### src/rtl/pipelined_multiplier.sv
// Pipelined shift-add multiplier: signed multiplicand x unsigned multiplier, one multiplier bit per stage.
// Define PIPE_MULT_SAT_EN to clamp the product to sat_width bits and report clamps on overflow.
`timescale 1ns/1ps
module pipelined_multiplier #(
  parameter int multiplicand_width = 12,
  parameter int multiplier_width = 6,
  localparam int stages = multiplier_width,
  localparam int product_width = multiplicand_width + multiplier_width,
  parameter int sat_width = 12
) (
  input  logic                                 clock,
  input  logic                                 reset_n,
  input  logic                                 input_valid,
  input  logic [5:0]                           input_tag,
  input  logic signed [multiplicand_width-1:0] multiplicand,
  input  logic [multiplier_width-1:0]          multiplier,
  output logic                                 output_valid,
  output logic [5:0]                           output_tag,
  output logic signed [product_width-1:0]      product,
  output logic                                 overflow
);

  localparam int part_width = product_width - 1;

  if (sat_width < 2 || sat_width > product_width) begin : g_bad_sat_width
    $error("sat_width must lie in [2, product_width]");
  end

  logic                          vld_p     [0:stages];
  logic [5:0]                    tag_p     [0:stages];
  logic                          neg_p     [0:stages];
  logic [part_width-1:0]         partial_p [0:stages];
  logic [multiplicand_width-1:0] mag_p     [0:stages-1];
  logic [multiplier_width-1:0]   mplr_p    [0:stages-1];

  logic signed [product_width-1:0] full_prod;
  logic signed [product_width-1:0] sat_prod;
  logic                            sat_hit;

  // Unsigned magnitude: the most negative input maps onto 2^(w-1), which still fits.
  function automatic logic [multiplicand_width-1:0] magnitude(
    input logic signed [multiplicand_width-1:0] v);
    return v[multiplicand_width-1] ? $unsigned(-v) : $unsigned(v);
  endfunction

  function automatic logic signed [product_width-1:0] apply_sign(
    input logic neg, input logic [part_width-1:0] mag);
    logic signed [product_width-1:0] mag_s;
    mag_s = $signed({1'b0, mag});
    return neg ? -mag_s : mag_s;
  endfunction

`ifdef PIPE_MULT_SAT_EN
  localparam logic signed [product_width-1:0] sat_max =
    product_width'((64'sd1 <<< (sat_width - 1)) - 64'sd1);
  localparam logic signed [product_width-1:0] sat_min = ~sat_max;

  function automatic logic signed [product_width-1:0] sat_clamp(
    input logic signed [product_width-1:0] v);
    if (v > sat_max) return sat_max;
    if (v < sat_min) return sat_min;
    return v;
  endfunction

  function automatic logic sat_detect(input logic signed [product_width-1:0] v);
    return (v > sat_max) || (v < sat_min);
  endfunction
`endif

  // Stage 0 and add stages: valid chain (reset-controlled)
  always_ff @(posedge clock) begin
    if (!reset_n) begin
      for (int i = 0; i <= stages; i++) vld_p[i] <= 1'b0;
    end else begin
      vld_p[0] <= input_valid;
      for (int i = 0; i < stages; i++) vld_p[i+1] <= vld_p[i];
    end
  end

  // Stage 0 capture, then stage i+1 adds mag<<i when multiplier bit i is set
  always_ff @(posedge clock) begin
    neg_p[0]     <= multiplicand[multiplicand_width-1];
    mag_p[0]     <= magnitude(multiplicand);
    mplr_p[0]    <= multiplier;
    tag_p[0]     <= input_tag;
    partial_p[0] <= '0;
    for (int i = 0; i < stages; i++) begin
      neg_p[i+1]     <= neg_p[i];
      tag_p[i+1]     <= tag_p[i];
      partial_p[i+1] <= mplr_p[i][i] ? partial_p[i] + (part_width'(mag_p[i]) << i)
                                     : partial_p[i];
    end
    for (int i = 0; i < stages - 1; i++) begin
      mag_p[i+1]  <= mag_p[i];
      mplr_p[i+1] <= mplr_p[i];
    end
  end

  always_comb begin
    full_prod = apply_sign(neg_p[stages], partial_p[stages]);
`ifdef PIPE_MULT_SAT_EN
    sat_prod  = sat_clamp(full_prod);
    sat_hit   = sat_detect(full_prod);
`else
    sat_prod  = full_prod;
    sat_hit   = 1'b0;
`endif
  end

  // Output register
  always_ff @(posedge clock) begin
    if (!reset_n) begin
      output_valid <= 1'b0;
      output_tag   <= '0;
      product      <= '0;
      overflow     <= 1'b0;
    end else begin
      output_valid <= vld_p[stages];
      output_tag   <= tag_p[stages];
      product      <= sat_prod;
      overflow     <= sat_hit;
    end
  end

endmodule

### config.mk
export PLATFORM = sky130hd
export DESIGN_NAME = pipelined_multiplier
export DESIGN_NICKNAME = d
export VERILOG_FILES = /design/src/rtl/pipelined_multiplier.sv
export SDC_FILE = /design/constraint.sdc
export NUM_CORES = 1
export LEC_CHECK = 0
export ABC_AREA = 1
export BUFFER_PORTS_ARGS = -buffer_cell sky130_fd_sc_hd__buf_2
export CORE_MARGIN = 4
export CORE_UTILIZATION = 65
export DETAILED_ROUTE_END_ITERATION = 8
export PLACE_DENSITY = 0.84
export SLEW_MARGIN = 30
export SYNTH_ARGS = -nofsm -noshare
export SYNTH_HDL_FRONTEND = slang
export SYNTH_SLANG_ARGS = --single-unit
### constraint.sdc
create_clock -name clock -period 4.9 [get_ports clock]
set_input_delay 1.47 -clock clock [delete_from_list [all_inputs] [get_ports clock]]
set_output_delay 1.47 -clock clock [all_outputs]
set_load 0.02 [all_outputs]
Word-level counts from Yosys, hierarchy flattened
Memory sizes are Yosys's and may differ from the RTL's. A register that Yosys moved wholly into a read port is not among the register bits.
Cells that the tools add are included.
{"block": "word_totals", "reg_bits": 18, "ramBits": 283, "in_bits": 27, "out_inout_bits": 26, "elab_cells": 43, "mem_count": 6}
{"name": "partial_p", "depth": 7, "width": 17, "rd": 7, "rd_ports_with_merged_regs": 0, "write_ports": 7, "line": "32", "rtl": "logic [part_width-1:0] partial_p [0:stages];"}
{"name": "mag_p", "depth": 6, "width": 12, "rd": 6, "rd_ports_with_merged_regs": 0, "write_ports": 6, "line": "33", "rtl": "logic [multiplicand_width-1:0] mag_p [0:stages-1];"}
{"name": "tag_p", "depth": 7, "width": 6, "rd": 7, "rd_ports_with_merged_regs": 1, "write_ports": 7, "line": "30", "rtl": "logic [5:0] tag_p [0:stages];"}
{"name": "mplr_p", "depth": 6, "width": 6, "rd": 6, "rd_ports_with_merged_regs": 0, "write_ports": 6, "line": "34", "rtl": "logic [multiplier_width-1:0] mplr_p [0:stages-1];"}
{"name": "neg_p", "depth": 7, "width": 1, "rd": 7, "rd_ports_with_merged_regs": 0, "write_ports": 7, "line": "31", "rtl": "logic neg_p [0:stages];"}
{"name": "vld_p", "depth": 7, "width": 1, "rd": 7, "rd_ports_with_merged_regs": 1, "write_ports": 7, "line": "29", "rtl": "logic vld_p [0:stages];"}
{"block": "op_classes", "n_addsub": 8, "mux": 17, "bitwise_logic": 7, "n_reduce_logical": 3}
{"cell": "17-bit two-way mux", "n": 7}
{"cell": "17-bit negation with 18-bit output", "n": 1}
{"cell": "17-bit by 12-bit adder with 17-bit output", "n": 1}
{"cell": "17-bit by 13-bit adder with 17-bit output", "n": 1}
{"cell": "17-bit by 14-bit adder with 17-bit output", "n": 1}
{"cell": "17-bit by 15-bit adder with 17-bit output", "n": 1}
{"cell": "17-bit by 16-bit adder with 17-bit output", "n": 1}
{"cell": "17-bit adder", "n": 1}
{"cell": "12-bit two-way mux", "n": 1}
{"cell": "12-bit negation", "n": 1}
{"cell": "1-bit two-way mux", "n": 9}
{"cell": "1-bit bitwise OR", "n": 7}
{"cell": "1-bit zero test", "n": 2}
{"cell": "2-bit AND reduction", "n": 1}

Depth between registers and ports, before layout
Gate-level depths: netlist of the first run.
An unclocked memory read counts as a cell.
{"block": "logic_depth", "word_depth": 3, "ltp_mapped": 11, "depth_no_buf": 11}

Least setup slack after synthesis of the first run
OpenSTA, ideal clock, no wires.
{"block": "synth_path", "kind": "input -> register", "startpoint": "input port multiplicand[1]", "endpoint": "memory mag_p[0][10]", "setup_time_ps": 112, "arrival_ps": 2109, "t_required_ps": 4788, "path_slack_ps": 2679, "cell_stages": 7, "path_buffers": 0, "path_cell_list": "inv_1 -> ha_1 -> nand3_1 -> nor2_1 -> nand3_1 -> nand3b_1 -> nand2_1"}
{"item": "from (decl)", "line": "15", "rtl": "input logic signed [multiplicand_width-1:0] multiplicand,"}
{"item": "to (decl)", "line": "33"}

Worst setup path after layout of the first run
{"block": "layout_path", "startpoint": "register output_tag[2] (read register of tag_p)", "endpoint": "output port output_tag[2]"}
{"item": "from (decl)", "line": "18", "rtl": "output logic [5:0] output_tag,"}
No word-level cell between the ends.

==> impl_metrics.env, run 1 <==
export IMPL_status="finished clean"
export IMPL_hp_class="flop to flop"
export IMPL_vias=8144
export IMPL_cts_buffers=25
export IMPL_synth_top_area_cell="dfxtp_1"
export IMPL_period_share=0.507
export IMPL_slowest_stage="dfxtp_1"
export IMPL_r2r_end="partial_p[3][14]"
export IMPL_synthArstFlopShare=0
export IMPL_worstPathMaxFanout=1
export IMPL_cp_cell_sequence="buf_2"
export IMPL_vdd_ir_drop_max_uv=416
export IMPL_fin_crit_ns=2.49
export IMPL_seq_area_frac_synth=0.522
export IMPL_ctsHoldBuffers=0
export IMPL_dp_cells=1506
export IMPL_maxCapViolations=0
export IMPL_yosys_top_cells_count="nand2_1, dfxtp_1, inv_1, nor2_1, nand3_1"
export IMPL_wl_per_cell_um=14.6
export IMPL_reg2reg_slack_ns=2.69
export IMPL_fin_worst_skew_ns=0.0196
export IMPL_dp_hpwl_um=16100
export IMPL_cp_num_buf_inv=1
export IMPL_drtPass1Iterations=7
export IMPL_htreeDepth=1
export IMPL_register_area_um2=5310
export IMPL_antenna_cells=0
export IMPL_stdcell_count=1551
export IMPL_hp_start="tag_p[5][4]"
export IMPL_setup_viol=0
export IMPL_arrival_ns=1.02
export IMPL_drtIter0Drc=524
export IMPL_synth_flop_cell="dfxtp_1"
export IMPL_track_usage=0.261
export IMPL_powerDensity_nw_per_um2=551
export IMPL_grt_remaining_overflow=0
export IMPL_gp_congestion=0.961
export IMPL_cp_depth=1
export IMPL_slew_viol_final=0
export IMPL_fmax_ghz=0.402
export IMPL_die_w_um=133
export IMPL_fin_setup_tns_ns=0
export IMPL_totalWireLength_um=22600
export IMPL_ant_nets=0
export IMPL_clockBufferDepth=3
export IMPL_fill_cells=1069
export IMPL_rr_startpoint="mag_p[2][0]"
export IMPL_synth_most_common_cell="nand2_1"
export IMPL_path_class="flop to output pin"
export IMPL_rows=45
export IMPL_nets=1414
export IMPL_hold_path_depth=0
export IMPL_endpoint_kind="output pin"
export IMPL_ys_types=37
export IMPL_multi_input_area_um2=4160
export IMPL_synth_area_um2=10200
export IMPL_synth_seq_cells=265
export IMPL_post_cts_buffers=0
export IMPL_rsz0062_at_grt="false"
export IMPL_slowest_delay_ns=0.32
export IMPL_synth_nets=1354
export IMPL_ff2ff_path_depth=10
export IMPL_viasPerCell=5.25
export IMPL_portBuffers=51
export IMPL_grt_pass1_wl_um=38000
export IMPL_grt_max_degree=31
export IMPL_synth_top_cell_area_share=0.522
export IMPL_hold_end="tag_p[6][4]"
export IMPL_critPathLaunchType="flop"
export IMPL_worstSkewPairLatency_ns=0.54
export IMPL_clk_pin_slew_ns=0.06
export IMPL_cts_root_buf="clkbuf_16"
export IMPL_critPathRequiredTime_ns=3.43
export IMPL_initial_core_util=0.667
export IMPL_antenna_found_initial=0
export IMPL_hold_viol=0
export IMPL_grt_pass1_vias=8250
export IMPL_worst_slew_pin_slew_ns=0.655
export IMPL_syn_to_final_growth_pct=12.8
export IMPL_syn_instance_count=1262
export IMPL_synth_area_top_cells="dfxtp_1, nand2_1, ha_1, inv_1, nand3_1"
export IMPL_drc_errors=0
export IMPL_cts_tree="done"
export IMPL_syn_avg_cell_area_um2=8.06
export IMPL_slew_headroom=0.563
export IMPL_yosysWarnings=0
export IMPL_critical_path_top_delay_family="flip-flops"
export IMPL_ios=53
export IMPL_dieArea_um2=17700
export IMPL_cts_resized=0
export IMPL_cts_sinks=265
export IMPL_fp_coreArea_um2=15300
export IMPL_synth_edf_count=0
export IMPL_p_leak_nw=5.95
export IMPL_dieHeight_um=133
export IMPL_drive_gt1_frac=0.0828
==> placed cells by master, fill, tap and decap left out, types with 2 or more instances in the layout <==
cell type   instances
nor3b_1             2
nand2_2             4
bufinv_16           3
clkbuf_1            3
nand3_1            84
a21oi_1            44
xnor2_1             3
or2_2               2
nor3_1              9
ha_1               60
nor2_1             90
buf_2              51
xor2_1             14
a31oi_1             2
nor2_4              2
o21ai_0            45
nand3_2             2
clkbuf_16          25
inv_1             163
nand3b_1            8
o21ai_1             8
clkinv_4            3
nor2_2              3
nand4_1            16
clkbuf_8            4
clkinv_2            3
fa_1                5
clkinvlp_4          3
nand2_1           400
dfxtp_1           265
nor3_2              2
==> sequential cells by signal, indices dropped and copies added, names as in the netlist <==
name,flops
output_valid,1
neg_p,7
product,18
output_tag,6
partial_p,91
tag_p,42
mplr_p,21
vld_p,7
mag_p,72
==> layer usage <==
metal | part of all wire | vias up | track usage | wire length [µm]
met5 | 0 | - | 0 | 0
met4 | 0.046 | 0 | 0.122 | 1040
met3 | 0.043 | 89 | 0.0354 | 975
met2 | 0.53 | 235 | 0.494 | 11900
met1 | 0.39 | 3730 | 0.286 | 8710
li1 | - | 4090 | - | -
==> metrics by stage <==
| step | hold slack (ns) | util | power, mW | setup slack, ns | cell area (µm²) |
|---|---|---|---|---|---|
| after detailed placement | 0.312 | 0.695 | 4.33 | 2.35 | 10600 |
| after global placement | 0.310 | 0.695 | 4.29 | 2.44 | 10600 |
| after CTS | 0.326 | 0.752 | 6.33 | 2.39 | 11500 |
| after floorplan | 0.310 | - | 3.91 | 2.68 | 10200 |
| after global routing | 0.333 | 0.752 | 6.72 | 2.37 | 11500 |
| final | 0.325 | 0.752 | 6.32 | 2.41 | 11500 |
==> layout make-up <==
class / instances / share of cell area
inverter: 165 / 0.0540
timing repair buffer: 51 / 0.0223
multi-input combinational: 814 / 0.363
tap: 211 / 0.0230
clock inverter: 13 / 0.0152
sequential: 265 / 0.463
clock buffer: 32 / 0.0603
==> how the worst max path moves through the flow <==
stage	start	to	slack, ns
floorplan	multiplicand[1]	mag_p[0][10]	2.68
global placement	multiplicand[0]	mag_p[0][10]	2.44
detailed placement	multiplicand[0]	mag_p[0][10]	2.35
CTS	output_tag[2]	output_tag[2]	2.39
global route	output_tag[2]	output_tag[2]	2.37
finish	output_tag[2]	output_tag[2]	2.41
==> cell families after synthesis <==
kind of cell | synth area share
flip-flops | 0.522
other | 0.000369
XOR/XNOR | 0.0146
AND/OR/NAND/NOR | 0.257
adder cells (fa/ha/maj) | 0.0837
AO/OA/AOI/OAI | 0.0529
buffers and inverters | 0.0694
==> power breakdown <==
part | switching [mW] | internal, mW | total, mW
Combinational | 1.03 | 0.592 | 1.62
Sequential | 0.222 | 2.48 | 2.70
Clock | 0.827 | 1.17 | 2.00
Note: power is estimated with default switching activity, not from simulation.
==> run 2: changes to the inputs <==
CORE_UTILIZATION = 60   (was 65)
PLACE_DENSITY = 0.78   (was 0.84)
clock period = 2.33 ns   (was 4.9 ns; I/O delays follow)
==> impl_metrics.env, run 2 (synthesis gave the netlist of run 1 again) <==
export IMPL_status="finished clean"
export IMPL_slowest_stage="fa_1"
export IMPL_gp_congestion=0.915
export IMPL_hold_viol=0
export IMPL_clockBufferDepth=3
export IMPL_drive_gt1_frac=0.0849
export IMPL_fin_crit_ns=1.90
export IMPL_p_leak_nw=6.01
export IMPL_met1_length_um=7930
export IMPL_grt_pass1_wl_um=33300
export IMPL_grt_max_degree=31
export IMPL_wl_per_cell_um=12.6
export IMPL_vdd_ir_drop_max_uv=1080
export IMPL_route_met2_wl_um=10400
export IMPL_cts_tree="done"
export IMPL_initial_core_util=0.613
export IMPL_fp_coreArea_um2=16600
export IMPL_hp_class="input port to flop"
export IMPL_fin_setup_tns_ns=0
export IMPL_largest_reg_flops=91
export IMPL_viasPerCell=4.99
export IMPL_post_cts_buffers=0
export IMPL_fin_worst_skew_ns=0.0107
export IMPL_drtIter0Drc=291
export IMPL_rows=47
export IMPL_powerDensity_nw_per_um2=1160
export IMPL_critPathRequiredTime_ns=2.74
export IMPL_highest_layer="met4"
export IMPL_dieHeight_um=138
export IMPL_clk_pin_slew_ns=0.06
export IMPL_vias=7798
export IMPL_slew_headroom=0.645
export IMPL_slew_viol_final=0
export IMPL_setup_viol=0
export IMPL_ctsHoldBuffers=0
export IMPL_nets=1416
export IMPL_drtPass1Iterations=5
export IMPL_period_share=0.817
export IMPL_grt_remaining_overflow=0
export IMPL_antenna_cells=0
export IMPL_worstSkewPairLatency_ns=0.53
export IMPL_critPathLaunchType="flop"
export IMPL_portBuffers=51
export IMPL_slowest_delay_ns=0.43
export IMPL_dieArea_um2=19100
export IMPL_top_regs="partial_p (91), mag_p (72), tag_p (42)"
export IMPL_layout_commonest_cell="nand2_1"
export IMPL_final_cell_mix="nand2_1, dfxtp_1, inv_1"
export IMPL_die_w_um=138
export IMPL_total_power_mw=13.4
export IMPL_cts_buffers=25
export IMPL_cts_sinks=265
export IMPL_ant_nets=0
export IMPL_cts_root_buf="clkbuf_16"
export IMPL_worst_slew_pin_slew_ns=0.532
export IMPL_arrival_ns=2.32
export IMPL_antenna_found_initial=0
export IMPL_cts_resized=0
export IMPL_fmax_ghz=0.525
export IMPL_maxCapViolations=0
export IMPL_syn_to_final_growth_pct=13.8
export IMPL_wl_met3_um=648
export IMPL_htreeDepth=1
export IMPL_grt_pass1_vias=7597
export IMPL_crit_top_cell="nand2_1"
export IMPL_ios=53
export IMPL_cp_cell_sequence="ha_1 -> fa_1 -> nand2_1 -> nor2_1 -> o21ai_0 -> nand2_1 -> nand2_1 -> nand3_1 -> nand2_1 -> inv_1"
export IMPL_regMostFlops="partial_p"
export IMPL_endpoint_kind="flop"
export IMPL_dp_hpwl_um=14700
export IMPL_worstPathMaxFanout=3
export IMPL_totalWireLength_um=19700
export IMPL_drc_errors=0
export IMPL_rsz0062_at_grt="false"
export IMPL_path_class="flop to flop"
export IMPL_track_usage=0.204
## run 2: layout make-up
type / instances / area (µm²)
timing repair buffer: 53 / 270
inverter: 165 / 619
multi-input combinational: 814 / 4160
clock buffer: 35 / 743
sequential: 265 / 5310
fill: 1374 / 5010
clock inverter: 10 / 198
tap: 220 / 275
## run 2: worst paths after layout
kind | startpoint | to | slack [ns] | depth (start not counted)
setup / recovery | mag_p[2][0] | partial_p[3][14] | 0.43 | 10
setup reg to reg | mag_p[2][0] | partial_p[3][14] | 0.43 | 10
hold reg to reg | partial_p[5][2] | partial_p[6][2] | 0.32 | 0
hold / removal | multiplier[1] | mplr_p[0][1] | 0.28 | 1
## run 2: layer usage
| layer | global-route usage | up-vias |
|---|---|---|
| met3 | 0.0294 | 48 |
| met1 | 0.219 | 3509 |
| met4 | 0.0780 | 0 |
| li1 | - | 4098 |
| met2 | 0.400 | 143 |
| met5 | 0 | - |
## run 2: worst max-delay path: cells and delay by family, from the launching register on
family                   cells  cell delay (ns)
adder cells (fa/ha/maj)      2             0.67
AND/OR/NAND/NOR              6             0.48
AO/OA/AOI/OAI                1             0.30
flip-flops                   1             0.32
buffers and inverters        1             0.04
## run 2: through the flow
| step | hold slack [ns] | util | setup WS [ns] | instance area (µm²) | instances |
|---|---|---|---|---|---|
| 2_1_floorplan | 0.310 | - | 0.719 | 10200 | 1262 |
| 3_3_place_gp | 0.310 | 0.641 | 0.507 | 10600 | 1517 |
| 3_5_place_dp | 0.312 | 0.641 | 0.477 | 10600 | 1517 |
| 4_1_cts | 0.255 | 0.698 | 0.456 | 11600 | 1562 |
| 5_1_grt | 0.250 | 0.698 | 0.260 | 11600 | 1562 |
| 6_report | 0.278 | 0.698 | 0.427 | 11600 | 1562 |
## run 2: where the power goes
part	internal, mW	switching (mW)
registers	5.22	0.395
logic	1.25	2.14
clock network	2.79	1.65
==> run 3: changes to the inputs <==
clock period = 1.91 ns   (was 2.33 ns; I/O delays follow)
==> impl_metrics.env, run 3 (synthesis gave the netlist of run 1 again) <==
export IMPL_cts_tree="done"
export IMPL_hold_end="tag_p[0][2]"
export IMPL_totalWireLength_um=19800
export IMPL_fin_worst_skew_ns=0.0138
export IMPL_cts_resized=0
export IMPL_drtIter0Drc=422
export IMPL_r2r_end="partial_p[3][14]"
export IMPL_worstSkewPairLatency_ns=0.53
export IMPL_endpoint_kind="flop"
export IMPL_grt_pass1_wl_um=33600
export IMPL_ctsHoldBuffers=0
export IMPL_hp_start="input_tag[2]"
export IMPL_rr_startpoint="mag_p[2][0]"
export IMPL_utilization=0.693
export IMPL_arrival_ns=2.25
export IMPL_portBuffers=51
export IMPL_die_w_um=138
export IMPL_critPathLaunchType="flop"
export IMPL_fin_setup_tns_ns=0
export IMPL_syn_to_final_growth_pct=13.1
export IMPL_hp_class="input port to flop"
export IMPL_drc_errors=0
export IMPL_route_met2_wl_um=10500
export IMPL_nets=1420
export IMPL_met1_length_um=7840
export IMPL_hold_viol=0
export IMPL_rsz0062_at_grt="false"
export IMPL_clockBufferDepth=3
export IMPL_grt_remaining_overflow=0
export IMPL_hold_path_depth=1
export IMPL_dieHeight_um=138
export IMPL_fill_cells=1302
export IMPL_critPathRequiredTime_ns=2.34
export IMPL_grt_max_degree=19
export IMPL_antenna_cells=0
export IMPL_htreeDepth=1
export IMPL_ant_nets=0
export IMPL_status="finished clean"
export IMPL_grt_pass1_vias=7696
export IMPL_highest_layer="met4"
export IMPL_worstPathMaxFanout=3
export IMPL_cts_buffers=25
export IMPL_viasPerCell=5.04
export IMPL_track_usage=0.204
export IMPL_antenna_found_initial=0
export IMPL_dieArea_um2=19100
export IMPL_post_cts_buffers=0
export IMPL_rows=47
export IMPL_setup_viol=0
export IMPL_path_class="flop to flop"
export IMPL_vias=7893
export IMPL_cts_sinks=265
export IMPL_dp_hpwl_um=14500
export IMPL_drtPass1Iterations=6
export IMPL_wl_met3_um=689
export IMPL_pre_cts_ws_ns=0.0463
export IMPL_ff2ff_path_depth=10
export IMPL_slew_viol_final=0
export IMPL_vdd_ir_drop_max_uv=1070
export IMPL_wl_per_cell_um=12.6
export IMPL_clk_pin_slew_ns=0.06
export IMPL_drive_gt1_frac=0.0883
export IMPL_reg2reg_slack_ns=0.09
export IMPL_top_regs="partial_p (91), mag_p (72), tag_p (42)"
export IMPL_cts_root_buf="clkbuf_16"
export IMPL_final_cell_mix="nand2_1, dfxtp_1, inv_1"
export IMPL_p_leak_nw=5.96
export IMPL_period_share=0.951
export IMPL_initial_core_util=0.613
export IMPL_fin_crit_ns=1.82
export IMPL_regMostFlops="partial_p"
export IMPL_setup_ws_ns=0.0927
export IMPL_fmax_ghz=0.550
export IMPL_powerDensity_nw_per_um2=1380
export IMPL_fp_coreArea_um2=16600
export IMPL_largest_reg_flops=91
export IMPL_gp_congestion=0.930
export IMPL_ios=53
export IMPL_maxCapViolations=0
export IMPL_layout_commonest_cell="nand2_1"
==> run 3: stage by stage <==
stage	power (mW)	area, µm²	std cells	hold WS, ns
floorplan	10.0	10200	1262	0.310
CTS	15.9	11500	1567	0.125
finish	15.9	11500	1567	0.140
global placement	10.9	10700	1521	0.310
global route	16.9	11500	1567	0.125
detailed placement	11.0	10700	1521	0.312
==> run 3: layout make-up <==
type,count,area (µm²),share of cell area
clock inverters,14,153,0.0133
repair buffers,57,300,0.0261
flip-flops and latches,265,5310,0.461
inverters,165,619,0.0539
well taps,220,275,0.0239
clock buffers,32,682,0.0593
multi-input cells,814,4160,0.362
==> run 3: power breakdown <==
part,switching [mW],internal (mW)
combinational,2.60,1.53
sequential,0.497,6.37
clock,2.04,2.83
==> run 3: how the worst max path moves through the flow <==
stage,start,to,cells past startpoint
3_3_place_gp,mag_p[3][0],partial_p[4][15],10
5_1_grt,mag_p[2][0],partial_p[3][14],10
2_1_floorplan,mag_p[3][0],partial_p[4][15],10
6_report,mag_p[2][0],partial_p[3][14],10
3_5_place_dp,mag_p[2][0],partial_p[3][14],10
4_1_cts,mag_p[2][0],partial_p[3][14],10
==> run 3: layer usage <==
metal  vias to the layer above  GRT usage
met5                         -          0
met4                         0     0.0796
met3                        62     0.0297
met2                       169      0.394
met1                      3559      0.224
li1                       4103          -
==> run 3: worst max-delay path, cell delays in order, from the launching register on <==
cell and delay (ns):
dfxtp_1 0.32, ha_1 0.25, fa_1 0.41, nand2_1 0.11, nor2_1 0.06, o21ai_1 0.21
nand2_1 0.12, nand2_1 0.07, nand3_1 0.06, nand2_1 0.06, inv_1 0.03
